[config.mk]
export PLATFORM = sky130hd
export DESIGN_NAME = fgyrus_pcm_win
export DESIGN_NICKNAME = d
export VERILOG_FILES = /design/src/rtl/fgyrus_pcm_win.sv
export SDC_FILE = /design/constraint.sdc
export NUM_CORES = 1
export LEC_CHECK = 0
export CORE_ASPECT_RATIO = 0.75
export CORE_UTILIZATION = 60
export CTS_CLUSTER_SIZE = 14
export DETAILED_ROUTE_END_ITERATION = 7
export DONT_BUFFER_PORTS = 1
export PLACE_DENSITY = 0.76
export SKIP_CTS_REPAIR_TIMING = 1
export SYNTH_ARGS = -nofsm -noshare
export SYNTH_HDL_FRONTEND = slang
export SYNTH_SLANG_ARGS = --single-unit
[constraint.sdc]
create_clock -name fgyrus_clk -period 8 [get_ports fgyrus_clk]
set_input_delay 1.6 -clock fgyrus_clk [delete_from_list [all_inputs] [get_ports fgyrus_clk]]
set_output_delay 1.6 -clock fgyrus_clk [all_outputs]
set_load 0.02 [all_outputs]
[src/rtl/fgyrus_pcm_win.sv]
// fgyrus_pcm_win: fetches a PCM frame from acortex, applies the window and writes the FFT sample RAM.
module fgyrus_pcm_win #(
    parameter int NUM_SAMPLES = 128,
    parameter int WIN_COEFF_W = 16,
    localparam int MEM_ADDR_W = $clog2(NUM_SAMPLES) + 1
) (
    input  logic                   fgyrus_clk,
    input  logic                   fgyrus_rst_n,
    input  logic                   acortex2fgyrus_pcm_rdy,
    output logic [MEM_ADDR_W-1:0]  fgyrus2acortex_addr,
    input  logic [31:0]            acortex2fgyrus_pcm_data,
    output logic [MEM_ADDR_W-2:0]  win_coeff_addr,
    input  logic [WIN_COEFF_W-1:0] win_coeff_data,
    input  logic                   win_bypass,
    output logic                   fft_wr_en,
    output logic [MEM_ADDR_W-1:0]  fft_wr_addr,
    output logic [31:0]            fft_wr_data,
    output logic                   busy,
    output logic                   frame_done,
    output logic                   frame_ovrn
);
    localparam logic [1:0] IDLE  = 2'd0;
    localparam logic [1:0] FETCH = 2'd1;
    localparam logic [1:0] DRAIN = 2'd2;

    logic [1:0]                    state_q, state_d;
    logic [MEM_ADDR_W-1:0]         addr_q, addr_d, ap_q, a1_q, a2_q;
    logic                          vp_q, v1_q, v2_q;
    logic                          pend_q, pend_d, byp_q, byp_d, ovrn_q, ovrn_d;
    logic                          rdy_q, arm_q, rdy_edge, idle, fetch, start;
    logic signed [31:0]            pcm1_q;
    logic signed [WIN_COEFF_W-1:0] coef1_q;
    logic signed [47:0]            prod_q, prod_d;

    // arm_q suppresses a false edge when rdy is already high as reset releases
    always_comb begin
        rdy_edge   = acortex2fgyrus_pcm_rdy & ~rdy_q & arm_q;
        idle       = state_q == IDLE;
        fetch      = state_q == FETCH;
        start      = idle & (rdy_edge | pend_q);
        frame_done = (state_q == DRAIN) & v2_q & (&a2_q);
        state_d    = idle ? (start ? FETCH : IDLE) :
                     fetch ? ((&addr_q) ? DRAIN : FETCH) :
                     (state_q == DRAIN && !frame_done) ? DRAIN : IDLE;
        addr_d     = fetch ? addr_q + MEM_ADDR_W'(1) : '0;
        pend_d     = idle ? 1'b0 : pend_q | rdy_edge;
        byp_d      = start ? win_bypass : byp_q;
        ovrn_d     = !idle & pend_q & rdy_edge;
        prod_d     = byp_q ? 48'(pcm1_q) <<< 15 : 48'(pcm1_q) * 48'(coef1_q);
    end

    always_ff @(posedge fgyrus_clk or negedge fgyrus_rst_n) begin
        if (!fgyrus_rst_n) begin
            state_q <= IDLE;
            addr_q  <= '0;
            pend_q  <= 1'b0;
            byp_q   <= 1'b0;
            ovrn_q  <= 1'b0;
            rdy_q   <= 1'b0;
            arm_q   <= 1'b0;
            ap_q    <= '0;
            vp_q    <= 1'b0;
            a1_q    <= '0;
            v1_q    <= 1'b0;
            pcm1_q  <= '0;
            coef1_q <= '0;
            a2_q    <= '0;
            v2_q    <= 1'b0;
            prod_q  <= '0;
        end else begin
            state_q <= state_d;
            addr_q  <= addr_d;
            pend_q  <= pend_d;
            byp_q   <= byp_d;
            ovrn_q  <= ovrn_d;
            rdy_q   <= acortex2fgyrus_pcm_rdy;
            arm_q   <= 1'b1;
            ap_q    <= addr_q;
            vp_q    <= fetch;
            a1_q    <= ap_q;
            v1_q    <= vp_q;
            pcm1_q  <= acortex2fgyrus_pcm_data;
            coef1_q <= win_coeff_data;
            a2_q    <= a1_q;
            v2_q    <= v1_q;
            prod_q  <= prod_d;
        end
    end

    assign fgyrus2acortex_addr = addr_q;
    assign win_coeff_addr      = addr_q[MEM_ADDR_W-2:0];
    assign fft_wr_en           = v2_q;
    assign fft_wr_addr         = a2_q;
    assign fft_wr_data         = 32'((prod_q + 48'sd16384) >>> 15);
    assign busy                = !idle;
    assign frame_ovrn          = ovrn_q;
endmodule

==> results by group <==
Outcome
  – Status: complete, no violations

Synthesis
  – Share of the synthesized area in the top cell type: 0.446
  – Synth cell types: 56
  – Syn Std Cell Area: around 22000 um^2
  – Main area contributors after synthesis: fa_1 45%, dfrtp_1 14%, inv_1 9.7%
  – Post-synth EDFFs: 0
  – Post-synthesis sequential area ratio: 0.143
  – Syn_nets: 2932
  – Syn Area/Cell: around 9.4 um^2
  – Fraction of registers with async set/reset: 1.00
  – Yosys warns: 0
  – Synth area leader: fa_1
  – Prevailing post-synth register cell: dfrtp_1
  – Register bit count reported by yosys: 123
  – Post-Syn Instances: approximately 2300

Worst setup path
  – Reg-to-reg endpoint: prod_q[39]$_DFF_PN0_
  – R2R Path Start: coef1_q[7]$_DFF_PN0_
  – CP max-delay cell: dfrtp_1
  – Cells on worst reg2reg path: 22
  – Slowest cell delay on critical path: 970 ps
  – R2R setup slack: around 530 ps
  – Crit end category: flop
  – Worst Path Max Fanout: 16
  – Critical Path AT: around 7700 ps
  – CP dominant cell by count: fa_1
  – Critical Path RT: between 8000 and 9000 ps
  – Setup crit start kind: flop
  – Critical setup path kind: flop to flop
  – CP Cell Sequence: buf_4 -> nand2_1 -> fa_1 -> inv_1 -> fa_1 -> fa_1 -> fa_1 -> fa_1 -> inv_1 -> fa_1 -> inv_1 -> ha_1 -> a21oi_1 -> nand3_1 -> or4_1 -> a21oi_1 -> nor3_1 -> nor3b_1 -> o21ai_0 -> a21oi_1 -> xor2_1 -> o21ai_0

Place
  – Hpwl dp: 46.1 mm
  – Area after DPL: 21900 um^2
  – RePlAce Congestion: around 0.94
  – Port-buffer cells: 0

Clock network
  – Max Root-Sink Buffers: 2
  – Worst skew pair latency: roughly 420 ps
  – Num CTS Buffers: 17
  – Sink Count: around 120
  – CTS root buf: clkbuf_16
  – TritonCTS clock tree: yes
  – H-tree depth: 4
  – Clk slew on worst S/H paths: 70 ps

Drt
  – 1st-pass router iterations: 5
  – DRC viols: 0
  – Antenna Nets Post-Route: 0
  – Routed WL: 57.6 mm
  – Via count: ~15000
  – DR vias/cell: 5.63
  – Initial drt markers: ~1800
  – WL/cell: approximately 21 um

Final layout
  – Area Growth Syn to Fin: 4.83%
  – Design area: between 20000 and 25000 um^2
  – Most common cell after layout, fill and taps aside: inv_1
  – Nets: 2885
  – Most frequent cells in the layout: 557 x inv_1, 479 x fa_1, 345 x nand2_1, 203 x and2_1, 122 x dfrtp_1
  – Layout cells sized above 1: 0.0337

Run
  – Max_cap viols: 0

Global route
  – Global-route wire length before repair: just over 90 mm
  – Vias in the first global route: between 15000 and 20000
  – Total grt overflow: 0
  – Initial antenna violation count: 7
  – Largest net degree at the start of global routing: around 120
  – Total track usage: 0.342

STA
  – Final setup vio count: 0
  – Crit share post-route: 0.933
  – Clock Skew: ~12 ps
  – TNS Setup: 0 ps
  – Max-slew violations: 0
  – Final hold violation count: 0
  – Worst slew margin: 0.200
  – RSZ-0062 raised after global routing: no
  – Tightest Pin Transition: between 1000 and 1500 ps
  – Crit path time final: 7470 ps
  – Fmax: about 130 MHz

Worst hold path
  – Worst hold endpoint: a1_q[5]$_DFF_PN0_
  – Hold path cells: 0
  – Hold WC Path Type: flop to flop
  – Min-delay src: ap_q[5]$_DFF_PN0_

Die
  – Height of the die: 166 um
  – IO Pins: 111
  – Initial Util: 0.615
  – Core ar.: ~35000 um^2
  – Chip width: about 220 um
  – Full die area: 36600 um^2
  – Row count: between 50 and 60
area by class of cell:
cell class | instances | area, um^2
Clock buffer | 17 | 425
Timing Repair Buffer | 34 | 255
Sequential cell | 123 | 3080
Tap cell | 457 | 572
Clock inverter | 15 | 175
Fill cell | 2797 | 12400
Multi-Input combinational cell | 1509 | 15900
Inverter | 558 | 2090
Antenna cell | 5 | 12.5
worst max-delay path, delay by kind of cell (launching register included):
kind | cells | cell delay, ps
AO/OA/AOI/OAI | 5 | 980
adder cells (fa/ha/maj) | 7 | 3470
flip-flops | 1 | 970
buffers and inverters | 4 | 470
XOR/XNOR | 1 | 150
AND/OR/NAND/NOR | 5 | 1250
state kept, by name (all words and copies together) (netlist names), 2 cells and up:
| register | flops |
|---|---|
| ap_q | 8 |
| prod_q | 33 |
| coef1_q | 16 |
| state_q | 2 |
| fft_wr_addr | 8 |
| pcm1_q | 32 |
| fgyrus2acortex_addr | 8 |
| a1_q | 8 |
metrics by stage:
| step | utilization | std cells | hold WS (ps) | setup slack (ps) |
|---|---|---|---|---|
| floorplan | - | 2290 | 331 | 1770 |
| global placement | 0.627 | 2681 | 331 | 877 |
| detailed placement | 0.627 | 2681 | 335 | 676 |
| CTS | 0.644 | 2713 | 349 | 646 |
| global route | 0.644 | 2716 | 354 | 210 |
| finish | 0.644 | 2718 | 346 | 534 |
cell usage after synthesis, types with 20 or more instances:
master    instances
a21oi_1          32
nand2_1         345
xnor2_1          46
and2_1          203
ha_1            111
xor2_1           30
fa_1            479
nor2_1           56
nand3_1          23
a21o_1           20
dfrtp_1         123
inv_1           557
o21ai_0          43
clkbuf_1         92
how the worst max path moves through the flow:
stage | from | end | slack (ps)
6_report | coef1_q[7]$_DFF_PN0_ | prod_q[39]$_DFF_PN0_ | 530
5_1_grt | coef1_q[1]$_DFF_PN0_ | prod_q[39]$_DFF_PN0_ | 210
4_1_cts | coef1_q[2]$_DFF_PN0_ | prod_q[39]$_DFF_PN0_ | 650
3_5_place_dp | coef1_q[1]$_DFF_PN0_ | prod_q[39]$_DFF_PN0_ | 680
3_3_place_gp | coef1_q[1]$_DFF_PN0_ | prod_q[39]$_DFF_PN0_ | 880
2_1_floorplan | pcm1_q[11]$_DFF_PN0_ | prod_q[39]$_DFF_PN0_ | 1770
layer usage:
layer | GRT usage | up-vias | share of wire
met2 | 0.464 | 998 | 0.41
met4 | 0.0664 | 2 | 0.020
met1 | 0.493 | 7658 | 0.40
met3 | 0.178 | 79 | 0.17
met5 | 0 | - | 0.00017
li1 | - | 6560 | -
logic make-up after synthesis:
kind of cell               after synthesis  synth area share
DFF                                    123             0.143
adders and majority gates              590             0.510
AOI/OAI and AO/OA                      139            0.0408
buffers and inverters                  658             0.116
xor gates and xnor gates                76            0.0310
muxes                                    2           0.00105
and+or+nand+nor                        701             0.157
other                                    1          0.000174
Power is left out: the tool's default activity adds up to more than one toggle a clock period on the data nets, which glitch-free logic cannot reach.
